==> src/rtl/mu0_ctrl_if.sv <==
// Control bundle between the MU0 sequencer and its datapath: decode inputs
// from IR/ACC, mux selects, ALU function, register enables and memory strobes.
interface mu0_ctrl_if;
  logic [3:0] opcode;
  logic       n;
  logic       z;
  logic       a_sel;
  logic       x_sel;
  logic       y_sel;
  logic [1:0] m;
  logic       acc_en;
  logic       pc_en;
  logic       ir_en;
  logic       acc_oe;
  logic       rd;
  logic       wr;
  logic       halted;

  modport master (
    input  opcode, n, z,
    output a_sel, x_sel, y_sel, m, acc_en, pc_en, ir_en, acc_oe, rd, wr, halted
  );

  modport slave (
    output opcode, n, z,
    input  a_sel, x_sel, y_sel, m, acc_en, pc_en, ir_en, acc_oe, rd, wr, halted
  );
endinterface

==> src/rtl/mu0_ctrl.sv <==
// MU0 sequencer: FETCH/EXECUTE/HALT state machine decoding the datapath controls.
// Define MU0_ILLEGAL_HALT_EN to make opcodes 8-F halt instead of acting as NOPs.
module mu0_ctrl (
  input  logic              clk,
  input  logic              rst,
  mu0_ctrl_if.master        bus
);

  // HALT sits on its own bit so halted comes straight off a flop.
  typedef enum logic [1:0] {
    FETCH   = 2'b00,
    EXECUTE = 2'b01,
    HALT    = 2'b10
  } state_t;

  state_t state;
  state_t state_nxt;

  always_ff @(posedge clk or posedge rst) begin
    if (rst) state <= FETCH;
    else     state <= state_nxt;
  end

  assign bus.halted = state[1];

  always_comb begin
    state_nxt  = state;
    bus.a_sel  = 1'b0;
    bus.x_sel  = 1'b0;
    bus.y_sel  = 1'b0;
    bus.m      = 2'b00;
    bus.acc_en = 1'b0;
    bus.pc_en  = 1'b0;
    bus.ir_en  = 1'b0;
    bus.acc_oe = 1'b0;
    bus.rd     = 1'b0;
    bus.wr     = 1'b0;

    unique case (state)
      FETCH: begin
        bus.rd    = 1'b1;
        bus.ir_en = 1'b1;
        bus.x_sel = 1'b1;
        bus.m     = 2'b10;
        bus.pc_en = 1'b1;
        state_nxt = EXECUTE;
      end
      EXECUTE: begin
        bus.a_sel = 1'b1;
        state_nxt = FETCH;
        case (bus.opcode)
          4'h0: begin
            bus.rd     = 1'b1;
            bus.acc_en = 1'b1;
          end
          4'h1: begin
            bus.wr     = 1'b1;
            bus.acc_oe = 1'b1;
          end
          4'h2: begin
            bus.rd     = 1'b1;
            bus.m      = 2'b01;
            bus.acc_en = 1'b1;
          end
          4'h3: begin
            bus.rd     = 1'b1;
            bus.m      = 2'b11;
            bus.acc_en = 1'b1;
          end
          4'h4: begin
            bus.y_sel = 1'b1;
            bus.pc_en = 1'b1;
          end
          4'h5: begin
            bus.y_sel = 1'b1;
            bus.pc_en = ~bus.n;
          end
          4'h6: begin
            bus.y_sel = 1'b1;
            bus.pc_en = ~bus.z;
          end
          4'h7: state_nxt = HALT;
          default: begin
`ifdef MU0_ILLEGAL_HALT_EN
            state_nxt = HALT;
`else
            state_nxt = FETCH;
`endif
          end
        endcase
      end
      HALT:    state_nxt = HALT;
      default: state_nxt = FETCH;
    endcase

    // Reset aborts any in-flight access; the selects already show FETCH values.
    if (rst) begin
      bus.acc_en = 1'b0;
      bus.pc_en  = 1'b0;
      bus.ir_en  = 1'b0;
      bus.acc_oe = 1'b0;
      bus.rd     = 1'b0;
      bus.wr     = 1'b0;
    end
  end

endmodule

==> src/flat_wrapper.sv <==
// flat-port wrapper written by rule: the top's interface ports become plain ports
module mu0_ctrl_flat 
  (clk, rst, bus_opcode, bus_n, bus_z, bus_a_sel, bus_x_sel, bus_y_sel, bus_m, bus_acc_en, bus_pc_en, bus_ir_en, bus_acc_oe, bus_rd, bus_wr, bus_halted);
  mu0_ctrl_if bus_i ();
  input  logic clk;
  input  logic rst;
  input wire logic [$bits(bus_i.opcode)-1:0] bus_opcode;
  input wire logic [$bits(bus_i.n)-1:0] bus_n;
  input wire logic [$bits(bus_i.z)-1:0] bus_z;
  output wire logic [$bits(bus_i.a_sel)-1:0] bus_a_sel;
  output wire logic [$bits(bus_i.x_sel)-1:0] bus_x_sel;
  output wire logic [$bits(bus_i.y_sel)-1:0] bus_y_sel;
  output wire logic [$bits(bus_i.m)-1:0] bus_m;
  output wire logic [$bits(bus_i.acc_en)-1:0] bus_acc_en;
  output wire logic [$bits(bus_i.pc_en)-1:0] bus_pc_en;
  output wire logic [$bits(bus_i.ir_en)-1:0] bus_ir_en;
  output wire logic [$bits(bus_i.acc_oe)-1:0] bus_acc_oe;
  output wire logic [$bits(bus_i.rd)-1:0] bus_rd;
  output wire logic [$bits(bus_i.wr)-1:0] bus_wr;
  output wire logic [$bits(bus_i.halted)-1:0] bus_halted;
  assign bus_i.opcode = bus_opcode;
  assign bus_i.n = bus_n;
  assign bus_i.z = bus_z;
  assign bus_a_sel = bus_i.a_sel;
  assign bus_x_sel = bus_i.x_sel;
  assign bus_y_sel = bus_i.y_sel;
  assign bus_m = bus_i.m;
  assign bus_acc_en = bus_i.acc_en;
  assign bus_pc_en = bus_i.pc_en;
  assign bus_ir_en = bus_i.ir_en;
  assign bus_acc_oe = bus_i.acc_oe;
  assign bus_rd = bus_i.rd;
  assign bus_wr = bus_i.wr;
  assign bus_halted = bus_i.halted;
  mu0_ctrl u_core (.clk(clk), .rst(rst), .bus(bus_i));
endmodule
==> config.mk <==
export PLATFORM = sky130hd
export DESIGN_NAME = mu0_ctrl_flat
export DESIGN_NICKNAME = d
export VERILOG_FILES = /design/src/rtl/mu0_ctrl_if.sv /design/src/rtl/mu0_ctrl.sv /design/src/flat_wrapper.sv
export SDC_FILE = /design/constraint.sdc
export NUM_CORES = 1
export LEC_CHECK = 0
export BUFFER_PORTS_ARGS = -buffer_cell sky130_fd_sc_hd__buf_2
export CORE_AREA = 2 2 39 41
export DETAILED_ROUTE_END_ITERATION = 10
export DIE_AREA = 0 0 41 43
export PLACE_DENSITY = 0.4
export SLEW_MARGIN = 40
export SYNTH_ARGS = -nofsm -noshare
export SYNTH_HDL_FRONTEND = slang
export SYNTH_SLANG_ARGS = --single-unit
==> constraint.sdc <==
create_clock -name clk -period 1.7 [get_ports clk]
set_input_delay 0.34 -clock clk [delete_from_list [all_inputs] [get_ports clk]]
set_output_delay 0.34 -clock clk [all_outputs]
set_load 0.05 [all_outputs]
* Word-level counts from Yosys, hierarchy flattened *
Index checks and enable logic that the tools add are counted.

word-level totals
  bits in registers = 2
  bits of input ports = 8
  output and inout bits = 12
  word-level logic and storage cells = 36

cells by class
  equality and inequality tests = 9
  multiplexer cells = 20
  bitwise gates (word level) = 2
  reduce and logical (&&, ||, !) cells = 4

operator list
  cell                                                                    number
  4-bit by 3-bit equality test with 1-bit output (second input constant)  4
  1-bit 2-to-1 mux                                                        13
  4-bit by 2-bit equality test with 1-bit output (second input constant)  2
  2-bit case mux with 2 select lines                                      2
  2-bit case mux with 3 select lines                                      1
  3-bit OR reduction                                                      2
  4-bit by 1-bit equality test with 1-bit output (second input constant)  1
  4-bit logical NOT                                                       1
  1-bit case mux with 2 select lines                                      2
  1-bit case mux with 3 select lines                                      1
  2-bit by 1-bit equality test with 1-bit output (second input constant)  1
  2-bit equality test (second input constant)                             1
  2-bit logical NOT                                                       1
  2-bit 2-to-1 mux                                                        1
  1-bit NOT                                                               2

* Logic depth before layout (Yosys ltp) *
  depth after elaboration = 5
  mapped depth = 4
  gate-level depth less buffers = 3

* Least setup slack after synthesis *
OpenSTA, ideal clock, no wires.

  path type = register to output
  start point = register u_core.state[1]
  end point = output bus_wr
  data arrival time = 2.689 ns
  slack = -1.329 ns
  stages on the path, launching flop included = 5
  buffers on the path = 1
  cells stage by stage = dfrtp_1 -> nor2b_4 -> nand2_1 -> nor3_1 -> buf_4

on the way
  cells in the longest elaborated chain, start to end = 3

ends and longest elaborated chain
  element                                         line                source
  start: declaration                              mu0_ctrl.sv:16      state_t state;
  start signal: assignment                        mu0_ctrl.sv:21      else state <= state_nxt;
  2-bit by 1-bit equality test with 1-bit output  n/a
  1-bit 2-to-1 mux (2 in series)                  n/a
  end: declaration                                flat_wrapper.sv:19  output wire logic [$bits(bus_i.wr)-1:0] bus_wr;

No other way between the ends.

* Worst setup path in the final report *
  start point = register u_core.state[1]
  end point = output bus_pc_en

on the way
  cells in the longest elaborated chain, start to end = 3
  elaborated cells on any way between the ends = 4
  classes of those cells = eq/ne (1); mux (2); reduce/logical (1)

ends and longest elaborated chain
  element                                                                              line                source
  2-bit by 1-bit equality test with 1-bit output or 2-bit logical NOT (tied branches)  mu0_ctrl.sv:39      unique case (state)
  1-bit case mux with 2 select lines (*)                                               mu0_ctrl.sv:39
  1-bit 2-to-1 mux (*)                                                                 mu0_ctrl.sv:97      if (rst) begin
  end: declaration                                                                     flat_wrapper.sv:15  output wire logic [$bits(bus_i.pc_en)-1:0] bus_pc_en;

Every way passes the cells marked *; elsewhere a longest branch is shown, timed or not.

==> impl_results.rst <==
.. list-table::
   :header-rows: 1

   * - Metric
     - Value
   * - Share of synthesized registers carrying an async set or reset
     - 100%
   * - Mean post-synth cell area
     - 7.65 um^2
   * - Maximum vdd ir drop
     - 0.234 mV
   * - Worst-case clock buffer depth
     - 2
   * - Cell count after synthesis
     - 26
   * - Top-Level Pins
     - 20
   * - Via count of the first global-routing pass
     - between 200 and 300
   * - Worst R2R End
     - u_core.state[1]
   * - Antenna cells
     - 0
   * - CTS tree
     - yes
   * - Total area of multi-input combinational cells
     - 174 um^2
   * - Post-synthesis register bit count
     - 2
   * - Final critical delay including setup and external delays
     - 1.76 ns
   * - Total of endpoints with negative setup slack in the final report
     - 3
   * - Count of input and output buffers
     - 19
   * - CTS Root Buffer Type
     - clkbuf_4
   * - Cell type contributing the most total cell area after synthesis
     - dfrtp_1
   * - Global Route Usage Sum
     - 9.76%
   * - PnR Total Power
     - 194 uW
   * - Crit path kind
     - flip-flop to primary output
   * - Sequential share of the synthesized area
     - roughly a quarter
   * - Worst EP required
     - between 1 and 1.5 ns
   * - Max_cap viols
     - 0
   * - Initial drt markers
     - 4
   * - CTS buffer count
     - 3
   * - Net count after synthesis
     - 34
   * - Hold Vio Cnt, Final
     - 0
   * - Core outline area
     - 1380 um^2
   * - Share of cells above drive strength 1
     - 69.2%
   * - Critical path peak fanout
     - 5
   * - Pwr dens
     - 423 nW/um^2
   * - Max FFs per register
     - 2
   * - Synth area leaders
     - dfrtp_1 25%, nor2b_4 6.9%, and3_4 5.7%
   * - Run status
     - finished with violations
   * - Unrepaired setup endpoints after global routing
     - yes
   * - Avg Vias per Cell
     - 4.15
   * - Filler instances
     - 156
   * - Worst reg2reg path startpoint
     - u_core.state[1]
   * - Routed wirelength normalized by instance count
     - 10.4 um
   * - Arr. time, crit path
     - 1.42 ns
   * - Synth unique cells
     - 19
   * - Accumulated negative setup slack
     - -0.121 ns
   * - Total number of vias
     - around 280
   * - Detailed-router iteration count before antenna repair
     - 4
   * - Violations in the final reports
     - setup timing
   * - Post-synthesis to final-layout area growth
     - 131%
   * - DRC violations left
     - 0
   * - Final design instance area without fill
     - about 460 um^2
   * - Gpl congestion
     - 0.623
   * - Max frequency
     - around 570 MHz
   * - Number of nets with antenna violations after routing
     - 0
   * - Post-Route WL
     - 707 um
   * - Initial antenna violation count
     - 0
   * - Count of nets after finishing
     - 61
   * - Cell area reported after detailed placement
     - 373 um^2
   * - Insertion delay of the later-clocked pin in the worst-skew pair
     - 0.23 ns
   * - Fin crit share
     - 104%
   * - Global-route wire length before repair
     - 1100 um
   * - HPWL after DPL
     - 526 um
   * - Post-cts hold buffer count
     - 0
   * - Setup slack of the most critical reg-to-reg path
     - 0.74 ns
   * - Largest Register
     - u_core.state
   * - Final design utilization
     - 33.2%
   * - Largest regs
     - u_core.state: 2 flops
   * - Register Area
     - 53.8 um^2
   * - Die width
     - between 40 and 50 um
   * - Number of sinks driven by the clock tree
     - 2
   * - Class of the tightest hold or removal check
     - primary input to async pin
   * - Slew at the pin with the worst max-slew slack
     - between 0.2 and 0.3 ns
   * - Maximum number of pins on one net before global-route repair
     - 7
   * - Startpoint types
     - flip-flop
   * - Clock input transition at the sequential cells of the worst setup and hold paths
     - about 0.04 ns
   * - Final-layout worst hold slack
     - 0.0436 ns
   * - Max-slew violation count
     - 0
   * - Area of the die
     - about 1800 um^2
   * - Std-Cell Rows
     - 14
   * - Post-synth design cell area
     - between 150 and 200 um^2
   * - Post-synth EDFFs
     - 0
   * - Initial cell density of the core
     - 14.4%
   * - Share of Yosys cell area claimed by the top area cell type
     - 25.2%
   * - Worst Setup Slack, final
     - -0.0627 ns
   * - Register-to-Register Path Depth
     - 3
   * - Dominant register cell in the synthesized netlist
     - dfrtp_1
   * - Warnings, synthesis
     - 0
   * - Worst Skew
     - 0.00567 ns
   * - Critical path endpoint category
     - primary output
   * - Rel. slew slack
     - 82.9%
   * - Reported leakage power
     - 0.000225 uW
   * - H-Tree Depth
     - 1
   * - Height of the die
     - 43 um
   * - Remaining global-route overflow
     - 0
## metal layers
| metal | up-vias | GRT usage [%] | routed length, um |
|---|---|---|---|
| met4 | 0 | 10.0 | 0 |
| li1 | 144 | - | - |
| met2 | 14 | 11.3 | 339 |
| met3 | 0 | 3.14 | 55 |
| met5 | - | 0 | 0 |
| met1 | 124 | 12.9 | 312 |
## worst max-delay path, cell delays in order (launching register included)
cell and delay, ns:
dfrtp_4 0.48, nor2b_4 0.18, and3_4 0.21, a41o_4 0.19, buf_8 0.14
## kinds of logic (layout without fill, tap and decap cells)
kind of cell           after synthesis  count (layout)  synth area share [%]
AOI/OAI and AO/OA                    6               6                  20.1
buffers and inverters                3              29                  7.55
DFF                                  2               2                  25.2
and+or+nand+nor                     15              15                  47.2
## stage by stage
stage	cells	setup WS (ns)
final	68	-0.0627
after global routing	68	-0.150
after CTS	68	-0.0745
after detailed placement	63	0.0338
after global placement	63	0.0601
after floorplan	26	-0.496
## layout make-up
cell class                 instances  share of cell area (%)
tap                               16                    4.36
inverter                           2                    1.63
sequential                         2                    11.7
clock buffer                       4                    5.72
timing repair buffer              23                    38.7
multi-input combinational         21                    37.9
## worst max-delay path by stage
| stage | from | endpoint | slack [ns] | cells after the start |
|---|---|---|---|---|
| 3_3_place_gp | bus_opcode[3] | bus_rd | 0.06 | 5 |
| 6_report | u_core.state[1] | bus_pc_en | -0.06 | 4 |
| 3_5_place_dp | bus_opcode[3] | bus_rd | 0.03 | 5 |
| 5_1_grt | u_core.state[1] | bus_rd | -0.15 | 4 |
| 4_1_cts | u_core.state[1] | bus_rd | -0.07 | 4 |
| 2_1_floorplan | u_core.state[1] | bus_rd | -0.50 | 3 |
## power breakdown
group	switching, uW	internal, uW
clock network	32.8	87.6
logic	14.7	11.3
registers	0	47.9
## placed cells by master (no fill, tap or decap)
| cell | n |
|---|---|
| buf_2 | 10 |
| buf_6 | 6 |
| buf_4 | 5 |
| clkbuf_4 | 4 |
| inv_1 | 2 |
| o21ai_0 | 2 |
| nor2_1 | 2 |
| nand3_1 | 2 |
| nor2b_4 | 1 |
| nor2b_1 | 1 |
| nand4_1 | 1 |
| and3_2 | 1 |
| a21oi_1 | 1 |
| nand2b_1 | 1 |
| a211oi_2 | 1 |
| nor3_2 | 1 |
| a21o_1 | 1 |
| nand2_1 | 1 |
| and3_4 | 1 |
| a41o_4 | 1 |
| nand2_2 | 1 |
| nor3b_2 | 1 |
| nor3_4 | 1 |
| clkbuf_1 | 1 |
| buf_8 | 1 |
| dfrtp_1 | 1 |
| dfrtp_4 | 1 |
## timing repair
action                     in CTS  in global routing
setup buffers                   1                  0
pin swaps                       2                  1
setup endpoints to repair       7                  9
resized for setup              14                  4
Note: power is estimated with default switching activity, not from simulation.
